### config.mk
export PLATFORM = sky130hd
export DESIGN_NAME = if_id_stage_flat
export DESIGN_NICKNAME = d
export VERILOG_FILES = /design/src/rtl/if_id_stage_if.sv /design/src/rtl/if_id_stage.sv /design/src/flat_wrapper.sv
export SDC_FILE = /design/constraint.sdc
export NUM_CORES = 1
export LEC_CHECK = 0
export ABC_CLOCK_PERIOD_IN_PS = 3100
export CAP_MARGIN = 0
export CELL_PAD_IN_SITES_DETAIL_PLACEMENT = 1
export CELL_PAD_IN_SITES_GLOBAL_PLACEMENT = 1
export CORE_MARGIN = 10
export CORE_UTILIZATION = 35
export CTS_CLUSTER_DIAMETER = 200
export CTS_CLUSTER_SIZE = 16
export DETAILED_ROUTE_END_ITERATION = 8
export PLACE_DENSITY_LB_ADDON = 0.1
export RECOVER_POWER = 50
export SETUP_SLACK_MARGIN = 0.5
export SYNTH_ARGS = -nofsm -noshare
export SYNTH_HDL_FRONTEND = slang
export SYNTH_SLANG_ARGS = --single-unit
### constraint.sdc
create_clock -name clk -period 3.1 [get_ports clk]
set_input_delay 0.31 -clock clk [delete_from_list [all_inputs] [get_ports clk]]
set_output_delay 0.31 -clock clk [all_outputs]
set_load 0.05 [all_outputs]
### src/rtl/if_id_stage_if.sv
// Fetch-side handshake between the program-counter stage (master) and the
// IF/ID pipeline register (slave): address, instruction word, valid, ready.
`timescale 1ns/1ps
interface if_id_stage_if #(
  parameter int PC_W    = 32,
  parameter int INSTR_W = 32
) ();
  logic [PC_W-1:0]    if_pc;
  logic [INSTR_W-1:0] if_instr;
  logic               if_valid;
  logic               if_ready;

  modport master (output if_pc, output if_instr, output if_valid, input if_ready);
  modport slave  (input if_pc, input if_instr, input if_valid, output if_ready);
endinterface

### src/rtl/if_id_stage.sv
// IF/ID pipeline stage: one main slot presented to decode plus one skid slot
// that absorbs the instruction in flight when decode stalls. Flush drops both.
// Optional feature: define IF_ID_STATS_EN to add saturating stall/flush counters.
`timescale 1ns/1ps
module if_id_stage #(
  parameter int                 PC_W      = 32,
  parameter int                 INSTR_W   = 32,
  parameter logic [INSTR_W-1:0] NOP_INSTR = '0
) (
  input  logic               clk,
  input  logic               rst_n,
  if_id_stage_if.slave       fetch,
  input  logic               id_stall,
  input  logic               flush,
  output logic [PC_W-1:0]    id_pc,
  output logic [PC_W-1:0]    id_pc_plus4,
  output logic [INSTR_W-1:0] id_instr,
  output logic               id_valid
`ifdef IF_ID_STATS_EN
  ,
  output logic [15:0]        stall_cnt,
  output logic [15:0]        flush_cnt
`endif
);

  typedef enum logic [1:0] {
    EMPTY = 2'd0,
    FULL  = 2'd1,
    SKID  = 2'd2
  } state_t;

  state_t state, state_nx;

  logic               ready_q;
  logic [PC_W-1:0]    skid_pc;
  logic [INSTR_W-1:0] skid_instr;

  logic accept, advance;
  logic load_in, load_from_skid, load_skid, clr_main;

  assign accept         = fetch.if_valid & ready_q;
  assign advance        = id_valid & ~id_stall;
  assign id_valid       = (state != EMPTY);
  assign fetch.if_ready = ready_q;

  // State register; ready is registered from the next state so it never
  // depends combinationally on stall, flush or valid.
  always_ff @(posedge clk or negedge rst_n) begin
    if (!rst_n) begin
      state   <= EMPTY;
      ready_q <= 1'b1;
    end else begin
      state   <= state_nx;
      ready_q <= (state_nx != SKID);
    end
  end

  // Next-state logic; flush overrides everything.
  always_comb begin
    state_nx = state;
    if (flush) begin
      state_nx = EMPTY;
    end else begin
      case (state)
        EMPTY: if (accept) state_nx = FULL;
        FULL: begin
          if (advance && !accept)      state_nx = EMPTY;
          else if (!advance && accept) state_nx = SKID;
        end
        SKID:    if (advance) state_nx = FULL;
        default: state_nx = EMPTY;
      endcase
    end
  end

  // Slot load controls decoded from state and handshake.
  always_comb begin
    load_in        = 1'b0;
    load_from_skid = 1'b0;
    load_skid      = 1'b0;
    clr_main       = 1'b0;
    if (flush) begin
      clr_main = 1'b1;
    end else begin
      case (state)
        EMPTY: load_in = accept;
        FULL: begin
          load_in   = accept & advance;
          load_skid = accept & ~advance;
        end
        SKID:    load_from_skid = advance;
        default: ;
      endcase
    end
  end

  // Main slot: the decode-facing registers; pc_plus4 is computed at load time.
  always_ff @(posedge clk or negedge rst_n) begin
    if (!rst_n) begin
      id_pc       <= '0;
      id_pc_plus4 <= PC_W'(4);
      id_instr    <= NOP_INSTR;
    end else if (clr_main) begin
      id_instr <= NOP_INSTR;
    end else if (load_in) begin
      id_pc       <= fetch.if_pc;
      id_pc_plus4 <= fetch.if_pc + PC_W'(4);
      id_instr    <= fetch.if_instr;
    end else if (load_from_skid) begin
      id_pc       <= skid_pc;
      id_pc_plus4 <= skid_pc + PC_W'(4);
      id_instr    <= skid_instr;
    end
  end

  // Skid slot: captures the in-flight instruction when decode stalls.
  always_ff @(posedge clk or negedge rst_n) begin
    if (!rst_n) begin
      skid_pc    <= '0;
      skid_instr <= '0;
    end else if (load_skid) begin
      skid_pc    <= fetch.if_pc;
      skid_instr <= fetch.if_instr;
    end
  end

`ifdef IF_ID_STATS_EN
  // Saturating event counters for stalled-decode and flush cycles.
  always_ff @(posedge clk or negedge rst_n) begin
    if (!rst_n) begin
      stall_cnt <= '0;
      flush_cnt <= '0;
    end else begin
      if (id_valid && id_stall && stall_cnt != '1) stall_cnt <= stall_cnt + 16'd1;
      if (flush && flush_cnt != '1)                flush_cnt <= flush_cnt + 16'd1;
    end
  end
`endif

endmodule

### src/flat_wrapper.sv
// flat-port wrapper written by rule: the top's interface ports become plain ports
module if_id_stage_flat 
#(
  parameter int                 PC_W      = 32,
  parameter int                 INSTR_W   = 32,
  parameter logic [INSTR_W-1:0] NOP_INSTR = '0
)
  (clk, rst_n, id_stall, flush, id_pc, id_pc_plus4, id_instr, id_valid, fetch_if_pc, fetch_if_instr, fetch_if_valid, fetch_if_ready);
  if_id_stage_if #(.PC_W(PC_W), .INSTR_W(INSTR_W)) fetch_i ();
  input  logic clk;
  input  logic rst_n;
  input  logic id_stall;
  input  logic flush;
  output logic [PC_W-1:0] id_pc;
  output logic [PC_W-1:0] id_pc_plus4;
  output logic [INSTR_W-1:0] id_instr;
  output logic id_valid;
  input wire logic [$bits(fetch_i.if_pc)-1:0] fetch_if_pc;
  input wire logic [$bits(fetch_i.if_instr)-1:0] fetch_if_instr;
  input wire logic [$bits(fetch_i.if_valid)-1:0] fetch_if_valid;
  output wire logic [$bits(fetch_i.if_ready)-1:0] fetch_if_ready;
  assign fetch_i.if_pc = fetch_if_pc;
  assign fetch_i.if_instr = fetch_if_instr;
  assign fetch_i.if_valid = fetch_if_valid;
  assign fetch_if_ready = fetch_i.if_ready;
  if_id_stage #(.PC_W(PC_W), .INSTR_W(INSTR_W), .NOP_INSTR(NOP_INSTR)) u_core (.clk(clk), .rst_n(rst_n), .fetch(fetch_i), .id_stall(id_stall), .flush(flush), .id_pc(id_pc), .id_pc_plus4(id_pc_plus4), .id_instr(id_instr), .id_valid(id_valid));
endmodule
==> results by group, run 1 <==
Synthesis
  • Area leader, netlist: dfrtp_1
  • Cells after synthesis: roughly 730
  • EDFF count, synth: 0
  • Ys flop type: dfrtp_1
  • Yosys reg bits: between 150 and 200
  • Syn_area_per_cell: between 10 and 15 um2
  • Share of the synthesized area in the top cell type: a little over half
  • Asr flop ratio synth: 100%
  • Cell Area, Synth: approximately 7600 um2
  • Post-synthesis cell type count: 52
  • Syn_nets: roughly 800
  • Warnings from Yosys: 0
  • Post-synthesis sequential area ratio: between 50% and 60%
  • Area contributors post-synth: dfrtp_1 53%, mux2_2 9.7%, nand2_1 7.8%

Routing
  • Drt drc: 0
  • Post-route ant nets: 0
  • DR WL/cell: about 20 um
  • Initial DRT Pass Iterations: 4
  • Total Wirelength: 24000 um
  • Routed vias/inst: between 5 and 6
  • Initial drt markers: roughly 290
  • Vias after detailed routing: between 6000 and 7000

Finish
  • Fin util: 49.3%
  • Final Instance Area: about 10000 um2
  • Final Net Count: slightly below 1000
  • Commonest non-fill, non-tap cell in the layout: dfrtp_1
  • ANT cells: 0
  • Share of cells above drive strength 1: roughly 17%
  • Most frequent cells in the layout: 158 x dfrtp_1, 156 x nand2_1, 119 x clkdlybuf4s50_1, 64 x mux2_2, 51 x nor2_1
  • Area Overhead vs Synth: 37.6%

Setup path
  • Most used cell along the critical path: nor4_1
  • FF-to-FF End: u_core.id_pc_plus4[31]$_DFFE_PN0P_
  • CP endpoint kind: flop
  • CP max FO: 8
  • Critical Path RT: between 3 and 4 ns
  • Critical-path top delay cell: dfstp_1
  • R2r setup slk: about 0.45 ns
  • WP data arrival: around 3 ns
  • Critical path, cell by cell: nand4bb_4 -> buf_4 -> clkbuf_1 -> nor4_1 -> o2bb2ai_2 -> nor4_1 -> xor2_1 -> o21ai_1
  • Worst path max stage delay: about 0.57 ns
  • Startpoint types: flop
  • CP delay by family, top: simple AND/OR/NAND/NOR gates
  • Reg2reg start: u_core.fetch.if_ready$_DFF_PN1_
  • R2R depth: 8
  • Buf/Inv on CP: 2
  • CP Class: flop to flop

Timing
  • Rel. slew slack: -5.90%
  • Tmin final: around 2.7 ns
  • Final-report hold violation count: 0
  • Post-route setup TNS: 0 ns
  • RSZ-0062 raised after global routing: true
  • WHS: 0.286 ns
  • Post-route clock skew: 0.0128 ns
  • Final setup violation count: 0
  • Slew @ Worst Pin: 1.59 ns
  • Tcrit/Tclk final: approximately 85%
  • Fin. max-slew vios: slightly below 60
  • Fmax achieved: 377 MHz

Run
  • Max Cap Violations: 1

CTS
  • Clk sink count: about 160
  • Root cell of the clock tree: clkbuf_16
  • Clock Path Buffers: 2
  • Clk_lat worst skew: around 0.42 ns
  • Worst-path clk slew: about 0.060 ns
  • CTS buffer count: 17
  • CTS tree: yes
  • H-tree depth: 4

Worst hold path
  • Hold_sp: flush
  • Min-Delay Endpoint: u_core.state[0]$_DFF_PN0_
  • Hold WC Path Type: primary input to flop
  • Hold depth: 3

Global routing
  • Gr ovfl total: 0
  • Initial antenna violation count: 0
  • Largest net degree at the start of global routing: 101
  • Number of global-route vias before repair: 6976
  • All-Layer GR Usage: 17.0%
  • First-pass GRT wire length: approximately 39000 um

Die
  • Core ar.: approximately 21000 um2
  • Ports: about 170
  • Die W: 167 um
  • Initial Util: 35.8%
  • Die area: ~28000 um2
  • # rows: 53
  • Die H: around 170 um

Power and ir drop
  • P_leak: between 0.004 and 0.005 uW
  • VDD IR max: just under 0.4 mV
  • Overall Power: approximately 8200 uW
  • Power Dens Cells: 784 nW/um2

Placement
  • Port buffer count: ~170
  • RePlAce Congestion: 0.855
  • Cell Area, Placed: between 9000 and 10000 um2
  • DP HPWL: about 17000 um

Status
  • Status: complete, but fails checks
  • Failing checks: capacitance limit, slew limit
-- area by class of cell --
| class | count | area, um2 |
|---|---|---|
| well taps | 275 | 344 |
| flip-flops and latches | 161 | 4030 |
| clock inverters | 11 | 154 |
| fillers | 2312 | 10700 |
| repair buffers | 198 | 1950 |
| multi-input cells | 520 | 3480 |
| clock buffers | 20 | 457 |
| inverters | 2 | 7.51 |
-- worst max-delay path by stage --
stage                                          from                                 end  cells past startpoint
floorplan           u_core.fetch.if_ready$_DFF_PN1_  u_core.id_pc_plus4[28]$_DFFE_PN0P_                     16
detailed placement                            flush  u_core.id_pc_plus4[28]$_DFFE_PN0P_                     14
finish              u_core.fetch.if_ready$_DFF_PN1_  u_core.id_pc_plus4[31]$_DFFE_PN0P_                      8
global route                                  rst_n         u_core.id_pc[3]$_DFFE_PN0P_                      3
global placement                              flush  u_core.id_pc_plus4[28]$_DFFE_PN0P_                     14
CTS                                           flush  u_core.id_pc_plus4[28]$_DFFE_PN0P_                     14
-- routing by layer --
metal,GRT usage [%],up-vias,wire (um)
met5,0,-,0
met4,4.62,0,243
met3,4.45,21,1110
met2,29.7,123,12300
met1,20.1,3201,10400
li1,-,2922,-
-- cell families after synthesis --
group | Yosys count | synth area share, %
adder cells (fa/ha/maj) | 1 | 0.165
AO/OA/AOI/OAI | 120 | 10.3
XOR/XNOR | 27 | 3.12
multiplexers | 92 | 13.5
buffers and inverters | 53 | 3.39
AND/OR/NAND/NOR | 280 | 16.4
flip-flops | 161 | 53.2
-- Yosys cell counts (2+ instances only) --
| cell | n |
|---|---|
| nor4_1 | 8 |
| a41oi_1 | 2 |
| buf_6 | 3 |
| a21oi_1 | 8 |
| a31oi_1 | 7 |
| a311oi_1 | 32 |
| nand2_1 | 158 |
| mux2_2 | 65 |
| dfrtp_1 | 159 |
| nor2_1 | 54 |
| xnor2_1 | 9 |
| dfstp_2 | 2 |
| o221ai_1 | 2 |
| nand3_1 | 13 |
| o21ai_1 | 43 |
| mux2_4 | 3 |
| nand2b_1 | 2 |
| mux2i_1 | 22 |
| buf_1 | 7 |
| buf_2 | 13 |
| inv_1 | 2 |
| and2_1 | 2 |
| o31ai_1 | 3 |
| and3_1 | 8 |
| clkbuf_1 | 23 |
| o21ai_0 | 17 |
| nor4_2 | 2 |
| xor2_1 | 18 |
| and2b_1 | 2 |
| buf_4 | 5 |
| nor3_1 | 12 |
| nand4_1 | 8 |
-- per-stage QoR --
stage	instances	worst slack [ns]
2_1_floorplan	734	0.0857
3_3_place_gp	1145	0.184
3_5_place_dp	1145	0.102
4_1_cts	1181	0.503
5_1_grt	1187	0.244
6_report	1187	0.450
-- flip-flops by register name, indices dropped and copies added (netlist names) --
| register | count |
|---|---|
| u_core.fetch.if_ready | 1 |
| u_core.id_instr | 32 |
| u_core.id_pc | 30 |
| u_core.id_pc_plus4 | 32 |
| u_core.skid_instr | 32 |
| u_core.skid_pc | 32 |
| u_core.state | 2 |
-- worst min-delay path: cells and delay by family --
| family | cells | cell delay, ns |
|---|---|---|
| buffers and inverters | 2 | 0.31 |
| and+or+nand+nor | 1 | 0.05 |
-- report_power, final --
part	switching, uW	total [uW]	internal (uW)	leakage (uW)
logic	1900	2950	1050	0.00218
clock network	876	2190	1320	0.000299
registers	384	3030	2650	0.00202
-- repair_timing --
item                                    4_1_cts  5_1_grt
endpoints found under the hold margin        53        0
hold buffers                                  1        0
buffers inserted                              4        6
resized for setup                             4       15
endpoints found under the setup margin        3        9
pin swaps                                     3        7
(Power assumes the default switching activity.)
==> run 2: changes to the inputs <==
- CAP_MARGIN: 0 -> 40
==> results of run 2 <==
Final layout, timing and power as in run 1 (identical DEF).
